## src/rtl/dmem_dump.sv

```systemverilog
// dmem_dump: walks a block of data-memory words starting at a base address
// and streams each word out as bytes, most significant byte first, on a
// valid/ready byte interface feeding the serial transmitter.
module dmem_dump #(
  parameter int DATA_W = 32,
  parameter int ADDR_W = 16
) (
  input  logic              clk,
  input  logic              rst,
  input  logic              start,
  input  logic [ADDR_W-1:0] base,
  input  logic [ADDR_W-1:0] count,
  output logic [ADDR_W-1:0] mem_a,
  input  logic [DATA_W-1:0] mem_rd,
  output logic [7:0]        out_data,
  output logic              out_valid,
  input  logic              out_ready,
  output logic              busy,
  output logic              done
);

  // Bytes per word is derived from the word width and cannot be overridden.
  localparam int NBYTES = DATA_W / 8;
  // Keep the byte index at least one bit wide so an 8-bit word still elaborates.
  localparam int IDX_W = (NBYTES > 1) ? $clog2(NBYTES) : 1;
  localparam logic [IDX_W-1:0] LAST_IDX = IDX_W'(NBYTES - 1);

  typedef enum logic [1:0] {
    IDLE = 2'd0,
    READ = 2'd1,
    SEND = 2'd2,
    FIN  = 2'd3
  } state_t;

  state_t            state;
  logic [ADDR_W-1:0] addr;
  logic [ADDR_W-1:0] remain;
  logic [IDX_W-1:0]  idx;
  // Holds the not-yet-presented bytes of the captured word, left-aligned.
  // The byte on out_data is already out of it, so later writes to the same
  // memory word cannot disturb the word being sent.
  logic [DATA_W-1:0] shreg;
  logic              transfer;

  // A byte moves only when it is offered and the transmitter takes it.
  assign transfer = out_valid && out_ready;

  // The address register drives the memory port in every state.
  assign mem_a = addr;

  // Dump sequencer with registered stream and status outputs.
  always_ff @(posedge clk or posedge rst) begin
    if (rst) begin
      state     <= IDLE;
      addr      <= '0;
      remain    <= '0;
      idx       <= '0;
      shreg     <= '0;
      out_data  <= 8'h00;
      out_valid <= 1'b0;
      busy      <= 1'b0;
      done      <= 1'b0;
    end else begin
      done <= 1'b0;
      case (state)
        IDLE: begin
          if (start) begin
            addr   <= base;
            remain <= count;
            busy   <= 1'b1;
            // An empty block goes straight to completion without a read.
            state  <= (count == '0) ? FIN : READ;
          end
        end

        READ: begin
          // Capture the whole word now; present its top byte next cycle.
          out_data  <= mem_rd[DATA_W-1 -: 8];
          shreg     <= mem_rd << 8;
          out_valid <= 1'b1;
          idx       <= '0;
          state     <= SEND;
        end

        SEND: begin
          // Without a transfer every stream register simply holds.
          if (transfer) begin
            if (idx != LAST_IDX) begin
              // Next byte follows immediately, no idle cycle in between.
              idx      <= idx + 1'b1;
              out_data <= shreg[DATA_W-1 -: 8];
              shreg    <= shreg << 8;
            end else begin
              out_valid <= 1'b0;
              remain    <= remain - 1'b1;
              // Address arithmetic wraps naturally at the top of the space.
              addr      <= addr + 1'b1;
              state     <= (remain == ADDR_W'(1)) ? FIN : READ;
            end
          end
        end

        FIN: begin
          busy  <= 1'b0;
          done  <= 1'b1;
          state <= IDLE;
        end

        default: begin
          state <= IDLE;
        end
      endcase
    end
  end

endmodule

```

## config.mk

```make
export PLATFORM = sky130hd
export DESIGN_NAME = dmem_dump
export DESIGN_NICKNAME = d
export VERILOG_FILES = /design/src/rtl/dmem_dump.sv
export SDC_FILE = /design/constraint.sdc
export NUM_CORES = 1
export LEC_CHECK = 0
export BUFFER_PORTS_ARGS = -buffer_cell sky130_fd_sc_hd__buf_2
export CORE_MARGIN = 2
export CORE_UTILIZATION = 30
export DETAILED_ROUTE_END_ITERATION = 7
export GPL_TIMING_DRIVEN = 1
export MAX_ROUTING_LAYER = met4
export PLACE_DENSITY_LB_ADDON = 0.05
export SKIP_CTS_REPAIR_TIMING = 1
export SYNTH_ARGS = -nofsm -noshare
export SYNTH_HDL_FRONTEND = slang
export SYNTH_SLANG_ARGS = --single-unit
```

## constraint.sdc

```tcl
create_clock -name clk -period 2.35 [get_ports clk]
set_input_delay 0.1175 -clock clk [delete_from_list [all_inputs] [get_ports clk]]
set_output_delay 0.1175 -clock clk [all_outputs]
set_load 0.005 [all_outputs]
```

==> results of run 1 <==
-- flip-flops by register name, indices dropped and copies added (netlist names) --
register and count:
busy 1, done 1, idx 2, mem_a 16, out_data 8, out_valid 1
remain 16, shreg 24, state 2
-- area by class of cell --
cell class | instances | area share [%]
inverters | 9 | 0.6980
repair buffers | 113 | 12.98
flip-flops and latches | 71 | 36.71
clock inverters | 5 | 1.163
multi-input cells | 342 | 38.78
clock buffers | 11 | 5.222
well taps | 172 | 4.447
-- power breakdown --
part           internal, uW  switching [uW]  total [uW]
combinational          1140            1560        2700
sequential             1810             583        2390
clock                   877             550        1430
total                  3830            2700        6520
-- kinds of logic (layout without fill, tap and decap cells) --
logic type,count (synthesis),in the layout,synth area share [%]
AOI/OAI and AO/OA,140,140,22.95
adders and majority gates,4,4,1.323
buffers and inverters,42,138,4.233
DFF,71,71,46.96
muxes,1,1,0.2646
and+or+nand+nor,197,197,24.27
-- synthesized netlist by cell type (all sizes together) (3+ instances only) --
master   number  area share, %
o22a          3           0.69
nor4          5           0.83
o21ai        23            3.0
or4           4           0.79
nor2b         3           0.50
a31oi        28            4.6
o2bb2ai       4           0.93
a21oi        44            5.8
nand4        10            1.7
buf          11            1.2
nor3         12            1.6
ha            4            1.3
and4          3           0.69
a2bb2oi       4           0.93
a22oi         6            1.2
dfrtp        71             47
nand3        13            1.7
o211ai        3           0.60
o32ai         4           0.93
nand2        85            8.4
nor2         42            4.2
and3          8            1.3
o31ai         4           0.79
o22ai         7            1.2
clkbuf       22            2.2
inv           9           0.89
-- per-stage QoR --
stage | setup slack, ns | instances | power [uW] | hold slack [ns] | instance area [sq um]
final | 0.1836 | 723 | 6524 | 0.002530 | 4840
after global routing | 0.02814 | 723 | 7133 | 0.009103 | 4840
after CTS | 0.1560 | 722 | 6585 | -0.1201 | 4827
after detailed placement | 0.1810 | 706 | 5129 | 0.2484 | 4518
after global placement | 0.2081 | 706 | 5088 | 0.2463 | 4518
after floorplan | 0.3122 | 455 | 4132 | 0.2482 | 3784
-- critical path, delay by kind of cell, from the launching register on --
family	cells	cell delay [ns]
adder cells (fa/ha/maj)	1	0.20
AO/OA/AOI/OAI	2	0.33
buffers and inverters	1	0.08
AND/OR/NAND/NOR	2	1.05
flip-flops	1	0.43
-- worst paths after layout --
path / endpoint / slack [ns] / cells after the start / start
min in group asynchronous: mem_a[15]$_DFFE_PP0P_ / 0.41 / 4 / rst
min reg2reg: shreg[10]$_DFFE_PP0P_ / 0.53 / 2 / shreg[10]$_DFFE_PP0P_
max reg2reg: remain[14]$_DFFE_PP0P_ / 0.18 / 6 / remain[0]$_DFFE_PP0P_
min: shreg[14]$_DFFE_PP0P_ / 0.003 / 3 / mem_rd[6]
max: remain[14]$_DFFE_PP0P_ / 0.18 / 6 / remain[0]$_DFFE_PP0P_
max in group asynchronous: remain[4]$_DFFE_PP0P_ / 1.63 / 4 / rst
-- per-layer routing --
metal  GRT usage (%)  routed length [um]
met4           7.778                 204
met3           3.321                 574
met1           25.20                5560
met5               -                   0
met2           24.42                4755
==> results.py, run 1 <==
metrics = {
    "worst_setup_path": {
        "cpPeakStageDelay_ns": 0.54,
        "cp.required_ns": 2.62,
        "startpoint_type": "register",
        "path_cells": "inv_1 > ha_2 > or4b_4 > or4_1 > a21oi_1 > a2bb2oi_1",
        "critPathMaxFanout": 6,
        "critical_path_class": "reg2reg",
        "crit_arrival_ns": 2.44,
        "cp-end-kind": "register",
        "slowest_stage": "or4_1",
    },
    "yosys": {
        "yosysSeqAreaShare_pct": 46.96,
        "ys_seq_elements": 71,
        "synthesis.nets": 527,
        "synthDistinctLibCells": 45,
        "yosys_warnings": 0,
        "synthCells": 455,
        "synth.avg_cell_area_sq_um": 8.316,
        "synthArstFlopShare_pct": 100.0,
        "syn-cell-area_sq_um": 3784,
        "synth_edf_count": 0,
        "synth_ff_type": "dfrtp_1",
    },
    "cts": {
        "clock_tree.root_cell": "clkbuf_16",
        "clock-sinks": 71,
        "clk_latency_ns": 0.34,
        "cts_tree": "built",
        "cts_buffers": 9,
        "cts_buffer_depth": 2,
        "clk_pin_slew_ns": 0.06,
        "cts_max_level": 3,
    },
    "global_routing": {
        "grt_pass1_vias": 3450,
        "grt_pass1_wl_um": 18000,
        "gr-usage-all-layers_pct": 17.72,
        "grt_antenna_before_repair": 0,
        "grt_max_degree": 72,
        "overflow": 0,
    },
    "pwr": {
        "peakVddDrop_mv": 0.4305,
        "power_density_nw_per_um2": 1348,
        "power.leakage_uw": 0.002109,
    },
    "placed_design": {
        "dp_hpwl_um": 7698,
        "numPortBuffers": 94,
        "gp_congestion": 0.8340,
    },
    "min_path": {
        "worst_hold_path_type": "in2reg",
    },
    "floorplan": {
        "die_area_sq_um": 13530,
        "core_area_sq_um": 12470,
        "die_h_um": 116.3,
        "initial_utilization_pct": 30.35,
        "ios": 95,
        "rows": 41,
        "die_w_um": 116.3,
    },
    "final_layout": {
        "fin_nets": 618,
        "most-common-layout-cells": "buf_2 (94), nand2_1 (85), dfrtp_1 (71)",
        "drive_gt1_share_pct": 25.05,
        "seqCellArea_sq_um": 1777,
        "diodes": 0,
        "area_growth_pct": 27.91,
        "n_fill_cell": 1301,
        "utilization_pct": 38.82,
        "multi_input_area_sq_um": 1877,
        "layout_commonest_cell": "buf_2",
    },
    "routing": {
        "via_per_inst": 5.165,
        "drtAntennaViolNets": 0,
        "dr.pass1.iters": 4,
        "drc_errors": 0,
        "drtIter0Drc": 264,
        "vias": 3734,
        "post_drt_wl_per_cell_um": 15.34,
        "drt-total-wl_um": 11090,
    },
    "timing": {
        "hold_viol_final": 0,
        "drv_slew": 0,
        "setup_tns_ns": 0,
        "post-route-period-util_pct": 92.19,
        "max_freq_mhz": 461.6,
        "fin_crit_ns": 2.166,
        "maxSlewHeadroom_pct": 61.13,
        "worstMarginPinSlew_ns": 0.5819,
        "setup_viol": 0,
        "rsz0062_at_grt": "false",
        "finClkSkew_ns": 0.005620,
    },
    "flow_run": {
        "maxCapViolations": 0,
    },
    "run_status": {
        "status": "complete, no violations",
    },
}
(Power assumes the default switching activity.)
==> run 2, diff against run 1 <==
--- a/config.mk
+++ b/config.mk
@@ -8,8 +8,10 @@
 export BUFFER_PORTS_ARGS = -buffer_cell sky130_fd_sc_hd__buf_2
 export CORE_MARGIN = 2
 export CORE_UTILIZATION = 30
+export CTS_BUF_LIST = sky130_fd_sc_hd__clkbuf_4
 export DETAILED_ROUTE_END_ITERATION = 7
 export GPL_TIMING_DRIVEN = 1
+export HOLD_SLACK_MARGIN = 0.02
 export MAX_ROUTING_LAYER = met4
 export PLACE_DENSITY_LB_ADDON = 0.05
 export SKIP_CTS_REPAIR_TIMING = 1
==> results.py, run 2 (same netlist as run 1, synthesis figures left out) <==
metrics = {
    "cts": {
        "cts_tree": "built",
        "clk_latency_ns": 0.46,
        "cts_buffer_depth": 2,
        "clock_tree.root_cell": "clkbuf_4",
        "clock-sinks": 71,
        "clk_pin_slew_ns": 0.13,
        "cts_buffers": 9,
        "cts_max_level": 3,
    },
    "worst_setup_path": {
        "crit_arrival_ns": 2.58,
        "path_cells": "inv_1 > ha_2 > or4b_4 > or4b_1 > a21oi_1 > a2bb2oi_1",
        "slowest_stage": "or4b_1",
        "cp-end-kind": "register",
        "critPathMaxFanout": 6,
        "critical-path-top-delay-family": "simple AND/OR/NAND/NOR gates",
        "path_buf_inv": 1,
        "cp.required_ns": 2.74,
        "startpoint_type": "register",
        "critical_path_class": "reg2reg",
        "cpPeakStageDelay_ns": 0.54,
    },
    "global_routing": {
        "grt_max_degree": 72,
        "gr-usage-all-layers_pct": 17.64,
        "grt_pass1_vias": 3447,
        "overflow": 0,
        "grt_pass1_wl_um": 17930,
        "grt_antenna_before_repair": 0,
    },
    "timing": {
        "finClkSkew_ns": 0.01533,
        "hold_viol_final": 0,
        "drv_slew": 0,
        "post-route-period-util_pct": 93.51,
        "fin_crit_ns": 2.198,
        "setup_tns_ns": 0,
        "setup_viol": 0,
        "rsz0062_at_grt": "false",
        "worstMarginPinSlew_ns": 0.5995,
        "max_freq_mhz": 455.1,
        "holdWs_ns": 0.005771,
        "maxSlewHeadroom_pct": 59.95,
    },
    "pwr": {
        "peakVddDrop_mv": 0.3886,
        "power_density_nw_per_um2": 1150,
        "power.leakage_uw": 0.002240,
    },
    "routing": {
        "drc_errors": 0,
        "wl_met2_um": 4937,
        "wirelength_met1_um": 5747,
        "wl_met3_um": 519,
        "vias": 3891,
        "via_per_inst": 5.027,
        "drt-total-wl_um": 11390,
        "routed.top_layer": "met4",
        "drtAntennaViolNets": 0,
        "dr.pass1.iters": 4,
        "post_drt_wl_per_cell_um": 14.72,
        "drtIter0Drc": 247,
    },
    "final_layout": {
        "stdcell_count": 774,
        "utilization_pct": 41.50,
        "diodes": 0,
        "drive_gt1_share_pct": 22.76,
        "most-common-layout-cells": "buf_2 (94), nand2_1 (85), dfrtp_1 (70)",
        "largest_reg_flops": 24,
        "layout_commonest_cell": "buf_2",
        "fin_nets": 669,
        "n_fill_cell": 1282,
        "regMostFlops": "shreg",
        "area_growth_pct": 36.74,
    },
    "floorplan": {
        "die_w_um": 116.3,
        "die_area_sq_um": 13530,
        "die_h_um": 116.3,
        "core_area_sq_um": 12470,
        "rows": 41,
        "ios": 95,
        "initial_utilization_pct": 30.35,
    },
    "placed_design": {
        "dp_hpwl_um": 7698,
        "numPortBuffers": 94,
        "gp_congestion": 0.8340,
        "dp_cells": 706,
    },
    "flow_run": {
        "maxCapViolations": 0,
    },
    "min_path": {
        "worst_hold_path_type": "in2reg",
    },
    "run_status": {
        "status": "complete, no violations",
    },
}
## run 2: changes by cell type in the layout (fill, tap and decap cells not counted)
cell / change
clkinv_1: +2
dfrtp_2: +1
clkbuf_8: -2
clkbuf_16: -9
dfrtp_1: -1
clkbuf_4: +9
dlygate4sd3_1: +51
## run 2: final timing paths
check	from	endpoint	slack [ns]	cells past startpoint
setup / recovery	remain[0]$_DFFE_PP0P_	remain[12]$_DFFE_PP0P_	0.15	6
hold / removal	count[5]	remain[5]$_DFFE_PP0P_	0.006	3
setup reg to reg	remain[0]$_DFFE_PP0P_	remain[12]$_DFFE_PP0P_	0.15	6
hold reg to reg	shreg[14]$_DFFE_PP0P_	shreg[14]$_DFFE_PP0P_	0.53	2
max in group asynchronous	rst	shreg[14]$_DFFE_PP0P_	1.75	4
min in group asynchronous	rst	mem_a[15]$_DFFE_PP0P_	0.27	4
## run 2: report_power, final
group	internal, uW	total, uW	switching (uW)
combinational	1190	2770	1570
clock	315	792	477
sequential	1800	2390	585
total	3310	5950	2630
## run 2: worst reg2reg max path, stage by stage, from the launching register on
cell and delay (ns):
dfrtp_2 0.46, inv_1 0.07, ha_2 0.21, or4b_4 0.52
or4b_1 0.54, a21oi_1 0.17, a2bb2oi_1 0.15
## run 2: per-stage QoR
stage               area [sq um]  setup slack (ns)  power [uW]
floorplan                   3784            0.3122        4132
global placement            4518            0.2081        5088
detailed placement          4518            0.1810        5129
CTS                         4649            0.1345        5941
global route                5174           0.01243        6560
finish                      5174            0.1525        5948
## run 2: layer usage
metal,GRT usage [%],vias to the layer above
met4,8.016,0
met5,-,-
met1,25.20,1826
met2,24.26,99
met3,3.010,15
li1,-,1951
## run 2: cell type report
type	count	area, sq um	area share [%]
Clock inverter	7	63.81	1.233
Sequential cell	71	1778	34.37
Clock buffer	9	67.56	1.306
Timing Repair Buffer	164	1139	22.01
Inverter	9	33.78	0.6530
Multi-Input combinational cell	342	1877	36.28
Tap cell	172	215.2	4.160
